File: src/rtl/spi_flash_emu_ctrl.sv
// SPI flash READ emulation controller: keeps a current and a prefetched
// 32-bit flash word, fetches over a req/ack memory port, and serves the
// addressed byte MSB-first on spi_so.
module spi_flash_emu_ctrl #(
   parameter bit         PREFETCH  = 1'b1,
   parameter logic [7:0] FILL_BYTE = 8'hFF
) (
   input  logic        clk,
   input  logic        reset,
   input  logic [21:0] addr_hi,
   input  logic [1:0]  addr_lo,
   input  logic        addr_changed,
   input  logic        load,
   input  logic        shift,
   output logic        mem_req,
   output logic [21:0] mem_addr,
   input  logic        mem_ack,
   input  logic [31:0] mem_rdata,
   output logic        spi_so,
   output logic        underrun,
   output logic [15:0] hit_cnt,
   output logic [15:0] miss_cnt
);

   typedef enum logic [1:0] {S_IDLE, S_DEMAND, S_PREFETCH} state_t;

   state_t      state_q, state_d;
   logic        req_d;
   logic [21:0] addr_d;

   logic [21:0] cur_tag, nxt_tag;
   logic [31:0] cur_data, nxt_data;
   logic        cur_valid, nxt_valid;
   logic [7:0]  sr;
   logic [7:0]  sel_byte;

   logic resident, nxt_hit, evaluate, ack_ok;
   logic promote, fill_cur, fill_nxt, miss_inc;

   assign resident = cur_valid && (cur_tag == addr_hi);
   assign nxt_hit  = nxt_valid && (nxt_tag == addr_hi);
   // A fresh address and a still-missing address both trigger a look-up.
   assign evaluate = addr_changed || !resident;
   // An ack without an outstanding request is a stray and is dropped.
   assign ack_ok   = mem_req && mem_ack;
   assign spi_so   = sr[7];

   // Next-state, request and buffer-update decisions.
   always_comb begin
      // NOTE: every signal gets a default first, so no path can infer a latch.
      state_d  = state_q;
      req_d    = mem_req;
      addr_d   = mem_addr;
      promote  = 1'b0;
      fill_cur = 1'b0;
      fill_nxt = 1'b0;
      miss_inc = 1'b0;
      unique case (state_q)
         S_IDLE: begin
            if (evaluate && !resident) begin
               if (nxt_hit) begin
                  promote = 1'b1;
                  if (PREFETCH) begin
                     state_d = S_PREFETCH;
                     req_d   = 1'b1;
                     addr_d  = addr_hi + 22'd1;
                  end
               end else begin
                  state_d  = S_DEMAND;
                  req_d    = 1'b1;
                  addr_d   = addr_hi;
                  miss_inc = 1'b1;
               end
            end
         end
         S_DEMAND: begin
            // The fetch always completes; a moved address is re-checked in IDLE.
            if (ack_ok) begin
               fill_cur = 1'b1;
               req_d    = 1'b0;
               state_d  = S_IDLE;
               if (PREFETCH && (mem_addr == addr_hi)) begin
                  state_d = S_PREFETCH;
                  req_d   = 1'b1;
                  addr_d  = mem_addr + 22'd1;
               end
            end
         end
         S_PREFETCH: begin
            if (ack_ok) begin
               fill_nxt = 1'b1;
               req_d    = 1'b0;
               state_d  = S_IDLE;
            end
         end
         default: state_d = S_IDLE;
      endcase
   end

   // State register and memory-port request registers.
   always_ff @(posedge clk or negedge reset) begin
      if (!reset) begin
         state_q  <= S_IDLE;
         mem_req  <= 1'b0;
         mem_addr <= '0;
      end else begin
         // NOTE: non-blocking so every register samples pre-edge values.
         state_q  <= state_d;
         mem_req  <= req_d;
         mem_addr <= addr_d;
      end
   end

   // Current / prefetch word buffers.
   always_ff @(posedge clk or negedge reset) begin
      if (!reset) begin
         // NOTE: data is cleared too, not just the valid bits, so tags never compare against X.
         cur_tag   <= '0;
         cur_data  <= '0;
         cur_valid <= 1'b0;
         nxt_tag   <= '0;
         nxt_data  <= '0;
         nxt_valid <= 1'b0;
      end else begin
         if (promote) begin
            cur_tag   <= nxt_tag;
            cur_data  <= nxt_data;
            cur_valid <= 1'b1;
            nxt_valid <= 1'b0;
         end
         if (fill_cur) begin
            cur_tag   <= mem_addr;
            cur_data  <= mem_rdata;
            cur_valid <= 1'b1;
         end
         if (fill_nxt) begin
            nxt_tag   <= mem_addr;
            nxt_data  <= mem_rdata;
            nxt_valid <= 1'b1;
         end
      end
   end

   // Big-endian byte select out of the current word.
   always_comb begin
      unique case (addr_lo)
         2'd0:    sel_byte = cur_data[31:24];
         2'd1:    sel_byte = cur_data[23:16];
         2'd2:    sel_byte = cur_data[15:8];
         default: sel_byte = cur_data[7:0];
      endcase
   end

   // Output shift register, underrun pulse and saturating statistics.
   always_ff @(posedge clk or negedge reset) begin
      if (!reset) begin
         sr       <= 8'hFF;
         underrun <= 1'b0;
         hit_cnt  <= '0;
         miss_cnt <= '0;
      end else begin
         underrun <= 1'b0;
         // Residency uses the buffers as they were before this edge's fill.
         if (load) begin
            if (resident) begin
               sr <= sel_byte;
               if (hit_cnt != 16'hFFFF) hit_cnt <= hit_cnt + 16'd1;
            end else begin
               sr       <= FILL_BYTE;
               underrun <= 1'b1;
            end
         end else if (shift) begin
            sr <= {sr[6:0], 1'b1};
         end
         if (miss_inc && (miss_cnt != 16'hFFFF)) miss_cnt <= miss_cnt + 16'd1;
      end
   end

endmodule

File: config.mk
export PLATFORM = sky130hd
export DESIGN_NAME = spi_flash_emu_ctrl
export DESIGN_NICKNAME = d
export VERILOG_FILES = /design/src/rtl/spi_flash_emu_ctrl.sv
export SDC_FILE = /design/constraint.sdc
export NUM_CORES = 1
export LEC_CHECK = 0
export BUFFER_PORTS_ARGS = -buffer_cell sky130_fd_sc_hd__buf_2
export CORE_UTILIZATION = 44
export DETAILED_ROUTE_END_ITERATION = 10
export PLACE_DENSITY = 0.7
export SETUP_SLACK_MARGIN = 0.4
export SLEW_MARGIN = 20
export SYNTH_ARGS = -nofsm -noshare
export SYNTH_HDL_FRONTEND = slang
export SYNTH_SLANG_ARGS = --single-unit
export TNS_END_PERCENT = 5
File: constraint.sdc
create_clock -name clk -period 2.98 [get_ports clk]
set_input_delay 0.447 -clock clk [delete_from_list [all_inputs] [get_ports clk]]
set_output_delay 0.447 -clock clk [all_outputs]
set_load 0.01 [all_outputs]
==> impl_metrics.toml, run 1 <==
[status]
status = "completed"

[cells_and_area]
drive_gt1_share_pct = 25.5
layout.nets = 1119
area_growth_pct = 15.8
stdcell_count = 1344
final_cell_mix = "dfrtp_1, nand2_1, buf_2, nor2_1, xnor2_1"
final_common_cell = "dfrtp_1"

[yosys]
synth_cell_types = 57
synthArstFlopShare_pct = 100
ys_seq_area_share_pct = 46.9
yosysWarnings = 0
synth_edf_count = 0
syn_nets = 1032
synth-main-ff-cell = "dfrtp_1"
synth.avg_cell_area_um2 = 9.75
synthCells = 966
syn_area_mm2 = 0.00942
ys_seq_elements = 176

[pwr]
power_uw = 8410
p_int_uw = 5230
power_frac_comb_pct = 32.0
ir_drop_v = 0.000376
pwr_density_cell_mw_per_mm2 = 771
switching_share_pct = 37.8
pwr-share-clk_pct = 25.5
p_sw_uw = 3180
power.share.sequential_pct = 42.5
leakage_uw = 0.00495

[grt]
grt_pass1_vias = 7136
globalRouteMet1Util_pct = 31.8
grt_pass1_wl_mm = 38.3
grt_usage_pct = 22.4
grt_busiest_layer = "met2"
met3_usage_pct = 4.75
grt_start_max_net_pins = 72
grt_use_met2_pct = 33.8
antenna_found_initial = 1
grt-ovfl-total = 0

[sta]
fin_crit_sh_pct = 86.3
fin_ws_ps = 409
setup_viol = 0
worstMarginPinSlew_ps = 672
rsz0062_at_grt = "true"
tns_ps = 0
fin_worst_skew_ps = 13.8
fmax_mhz = 389
finalHoldViolCount = 0
fin_crit_ps = 2570
slew_violations = 0
relSlewSlack_pct = 55.2

[clocking]
clk_pin_slew_ps = 70
cts.path.max_buffers = 2
h-tree-depth = 4
cts_root_buffer = "clkbuf_16"
clk_latency_ps = 430
cts_made_buffers = 17
cts.sinks = 176
cts_tree = "built"

[critical_path]
slowest_stage = "nor4_2"
crit_required_ps = 3290
arrival_ps = 2880
cp-start-kind = "flip-flop"
path_max_fanout = 22
slowest_delay_ps = 420
worstPathCellList = "xnor2_1, nand4_1, nor4_2, nand3_1, o21ai_1, buf_4, o21ai_0, a22o_1"
worstSetupPathType = "reg -> reg"
cp-end-kind = "flip-flop"

[route]
wl_mm = 24.0
vias = 7611
ant_nets = 0
vias_per_cell = 5.66
firstDrtPassIters = 5
route.detailed.drc = 0
drt-initial-drc-count = 498
wl_per_cell_um = 17.9

[placement]
dpl.cell_count = 1308
dp_hpwl_mm = 16.7
portBuffers = 117
preCtsSetupSlack_ps = 224
gp_congestion = 0.879

[die]
start_util_pct = 44.8
ios = 119
dieArea_mm2 = 0.0220
die_y_um = 148
rows = 53
core-area_mm2 = 0.0210
die_w_um = 148

[job]
maxCapViolCount = 0

[min_path]
hold_path.class = "in -> async"
-- layer usage --
| metal | vias to the layer above | wire length (µm) |
|---|---|---|
| li1 | 3576 | - |
| met1 | 3703 | 11100 |
| met2 | 289 | 11000 |
| met3 | 43 | 1400 |
| met4 | 0 | 575 |
| met5 | - | 0 |
-- registers in the layout, indices dropped and copies added, names as in the netlist --
signal	count
miss_cnt	16
cur_valid	1
underrun	1
state_q	2
cur_data	32
mem_addr	22
nxt_tag	22
cur_tag	22
hit_cnt	16
mem_req	1
nxt_data	32
sr	8
nxt_valid	1
-- metrics by stage --
stage               hold slack [ps]  instance area (µm²)  util, %
CTS                            34.3                10900     51.7
finish                         28.7                10900     51.9
global route                   58.5                10900     51.9
detailed placement              461                10300     49.1
global placement                458                10300     49.1
floorplan                       151                 9420        -
-- synth_stat cells (all sizes together), types with 10 or more instances --
cell	count	share of area, %
mux2	58	6.9
nand3	33	1.8
xnor2	76	7.1
a31oi	64	4.3
clkbuf	58	2.3
nand2	140	5.6
dfrtp	168	45
o21ai	35	1.9
nor2	77	3.1
a21oi	29	1.5
nor3	11	0.58
xor2	32	3.0
nor4	10	0.86
nand4	38	2.6
buf	27	1.8
and3	15	1.0
-- cell type report --
cell class | instances | area [µm²]
diodes | 3 | 7.51
clock buffers | 19 | 433
clock inverters | 13 | 119
fillers | 1916 | 10100
inverters | 5 | 18.8
multi-input cells | 700 | 4630
flip-flops and latches | 176 | 4410
well taps | 275 | 344
repair buffers | 153 | 937
-- cells by family after synthesis --
family | Yosys count | share of synthesized area, %
compound gates | 159 | 10.6
xor+xnor | 108 | 10.0
fa+ha+maj | 4 | 0.532
buf+inv | 90 | 4.36
flops | 176 | 46.9
mux | 74 | 9.70
simple gates | 355 | 17.9
-- worst max-delay path: cells and delay by family, from the launching register on --
kind,cells,cell delay [ps]
buffers and inverters,1,300
DFF,1,390
AOI/OAI and AO/OA,3,520
and+or+nand+nor,3,910
xor gates and xnor gates,1,330
-- final timing paths --
path	from	to	slack [ps]	depth (start not counted)
worst max-delay path	mem_addr[5]$_DFFE_PN0P_	mem_addr[17]$_DFFE_PN0P_	410	8
worst min-delay path	reset	hit_cnt[5]$_DFFE_PN0P_	30	1
worst max register to register	mem_addr[5]$_DFFE_PN0P_	mem_addr[17]$_DFFE_PN0P_	410	8
worst min register to register	cur_valid$_DFFE_PN0P_	cur_valid$_DFFE_PN0P_	470	1
max in group asynchronous	reset	miss_cnt[15]$_DFFE_PN0P_	2110	2
min in group clk	mem_rdata[21]	nxt_data[21]$_DFFE_PN0P_	270	2
-- power groups by stage --
| stage | Combinational [µW] | Sequential (µW) | Clock [µW] |
|---|---|---|---|
| 2_1_floorplan | 1780 | 3470 | 0 |
| 3_3_place_gp | 2610 | 3580 | 0 |
| 3_5_place_dp | 2670 | 3600 | 0 |
| 4_1_cts | 2680 | 3560 | 2190 |
| 5_1_grt | 3000 | 3640 | 2290 |
| 6_report | 2690 | 3580 | 2140 |
-- what timing repair did --
item                                    CTS  global route
buffers inserted                          0             1
endpoints found under the setup margin    0            13
hold buffers                              0             0
gates resized for setup                   0             3
No activity file was read; power rests on OpenSTA's default activity.
==> run 2: changes to the inputs <==
--- a/config.mk
+++ b/config.mk
@@ -6,6 +6,7 @@
 export NUM_CORES = 1
 export LEC_CHECK = 0
 export BUFFER_PORTS_ARGS = -buffer_cell sky130_fd_sc_hd__buf_2
+export CORE_ASPECT_RATIO = 1.2
 export CORE_UTILIZATION = 44
 export DETAILED_ROUTE_END_ITERATION = 10
 export PLACE_DENSITY = 0.7
==> run 2 against run 1 <==
The flow now finishes with violations (hold timing). Clock skew is 0.63 ps higher. Register-to-register slack improved by 60 ps. Worst setup slack improved by 57 ps. Die area barely moved. Core utilization up 0.20 points. First-iteration DRC count fell by 7.0%. Fmax increased by 2.3%. Non-clock buffer count decreased by 2. Final cell count is 0.74% lower. Sequential share of layout area fell by 0.060 points. Hold slack worse by 39 ps. Sequential cell count is the same. Critical endpoint is now hit_cnt[1]$_DFFE_PN0P_. Highest routed layer is now met5.
==> impl_metrics.toml, run 2 (synthesis gave the netlist of run 1 again) <==
[critical_path]
path_max_fanout = 16
cp-start-kind = "flip-flop"
crit_required_ps = 3300
cp-end-kind = "flip-flop"
arrival_ps = 2840
worstSetupPathType = "reg -> reg"

[clocking]
cts_made_buffers = 17
cts.path.max_buffers = 2
cts_tree = "built"
clk_pin_slew_ps = 70
ctsHoldBuffers = 0
clk_latency_ps = 440
h-tree-depth = 4
cts_root_buffer = "clkbuf_16"
cts.sinks = 176

[die]
ios = 119
core-area_mm2 = 0.0210
rows = 58
die_w_um = 136
die_y_um = 162
start_util_pct = 44.9
dieArea_mm2 = 0.0220

[pwr]
ir_drop_v = 0.000485
switching_share_pct = 36.8
p_sw_uw = 3130
power_frac_comb_pct = 30.3
power.share.sequential_pct = 42.7
pwr-share-clk_pct = 27.0
leakage_uw = 0.00495
pwr_density_cell_mw_per_mm2 = 778
p_int_uw = 5370

[placement]
dp_hpwl_mm = 16.7
portBuffers = 117
postPlaceCellArea_mm2 = 0.0103
gp_congestion = 0.894

[cells_and_area]
drive_gt1_share_pct = 25.3
final_cell_mix = "dfrtp_1, nand2_1, buf_2, xnor2_1, nor2_1"
final_common_cell = "dfrtp_1"
final_area_mm2 = 0.0109
fillCellCount = 1911
layout.nets = 1117
area_growth_pct = 16.0
reg.largest.list = "cur_data x32, nxt_data x32"
diodes = 0

[grt]
globalRouteMet1Util_pct = 29.4
grt_use_met2_pct = 38.0
grt_usage_pct = 23.0
grt_busiest_layer = "met2"
grt_pass1_vias = 7378
met3_usage_pct = 4.68
antenna_found_initial = 1
grt_start_max_net_pins = 68
grt_pass1_wl_mm = 39.1
grt-ovfl-total = 0

[sta]
setup_viol = 0
relSlewSlack_pct = 60.5
slew_violations = 0
fin_crit_sh_pct = 84.4
fin_crit_ps = 2510
rsz0062_at_grt = "true"
fin_worst_skew_ps = 14.5
hold_ws_ps = -10.4
fmax_mhz = 398
worstMarginPinSlew_ps = 589
tns_ps = 0
finalHoldViolCount = 8

[status]
status = "finished, violations left"
violations = "hold timing"

[route]
ant_nets = 0
drt-initial-drc-count = 463
wl_mm = 24.0
vias_per_cell = 5.75
wl_per_cell_um = 18.0
route.detailed.drc = 0
firstDrtPassIters = 5
vias = 7664

[job]
maxCapViolCount = 0

[min_path]
hold_path.class = "in -> async"
run 2: stage by stage:
stage	util (%)	instances	setup slack, ps	power (µW)
6_report	52.1	1334	466	8500
5_1_grt	52.1	1334	299	9010
4_1_cts	52.0	1332	467	8540
3_5_place_dp	49.1	1300	214	6230
3_3_place_gp	49.1	1300	242	6160
2_1_floorplan	-	966	561	5250
run 2: worst max-delay path: stages, from the launching register on:
cell and delay [ps]:
dfrtp_1 390, xor2_1 180, nor4_2 300, nand4_1 240, or3_4 420, a311oi_4 260, buf_4 250, mux2_2 350
run 2: metal layers:
layer  routed length [µm]  part of all wire (%)
met1                10200                    42
met2                11900                    50
met3                 1300                   5.4
met4                  618                   2.6
met5                   13                 0.054
run 2: power by group through the flow:
stage / sequential (µW) / clock, µW / combinational [µW]
after floorplan: 3470 / 0 / 1780
after global placement: 3640 / 0 / 2520
after detailed placement: 3660 / 0 / 2570
after CTS: 3620 / 2340 / 2590
after global routing: 3700 / 2450 / 2860
final: 3630 / 2290 / 2580
run 2: final timing paths:
| check | startpoint | end | slack (ps) | depth (start not counted) |
|---|---|---|---|---|
| worst max-delay path | cur_tag[16]$_DFFE_PN0P_ | hit_cnt[1]$_DFFE_PN0P_ | 470 | 7 |
| worst min-delay path | reset | cur_data[27]$_DFFE_PN0P_ | -10 | 1 |
| worst max register to register | cur_tag[16]$_DFFE_PN0P_ | hit_cnt[1]$_DFFE_PN0P_ | 470 | 7 |
| worst min register to register | cur_valid$_DFFE_PN0P_ | cur_valid$_DFFE_PN0P_ | 480 | 1 |
| max in group asynchronous | reset | underrun$_DFF_PN0_ | 2220 | 2 |
| min in group clk | mem_rdata[11] | nxt_data[11]$_DFFE_PN0P_ | 250 | 2 |
run 2: final cells by class:
class / count / area (µm²) / area share [%]
multi-input combinational: 700 / 4610 / 42.2
sequential: 176 / 4410 / 40.4
timing repair buffer: 151 / 935 / 8.56
clock buffer: 18 / 429 / 3.93
tap: 270 / 338 / 3.09
clock inverter: 14 / 174 / 1.59
inverter: 5 / 18.8 / 0.172
run 2: what timing repair did:
action | CTS | global route
setup buffers | 0 | 2
resized for setup | 0 | 1
setup endpoints to repair | 0 | 29
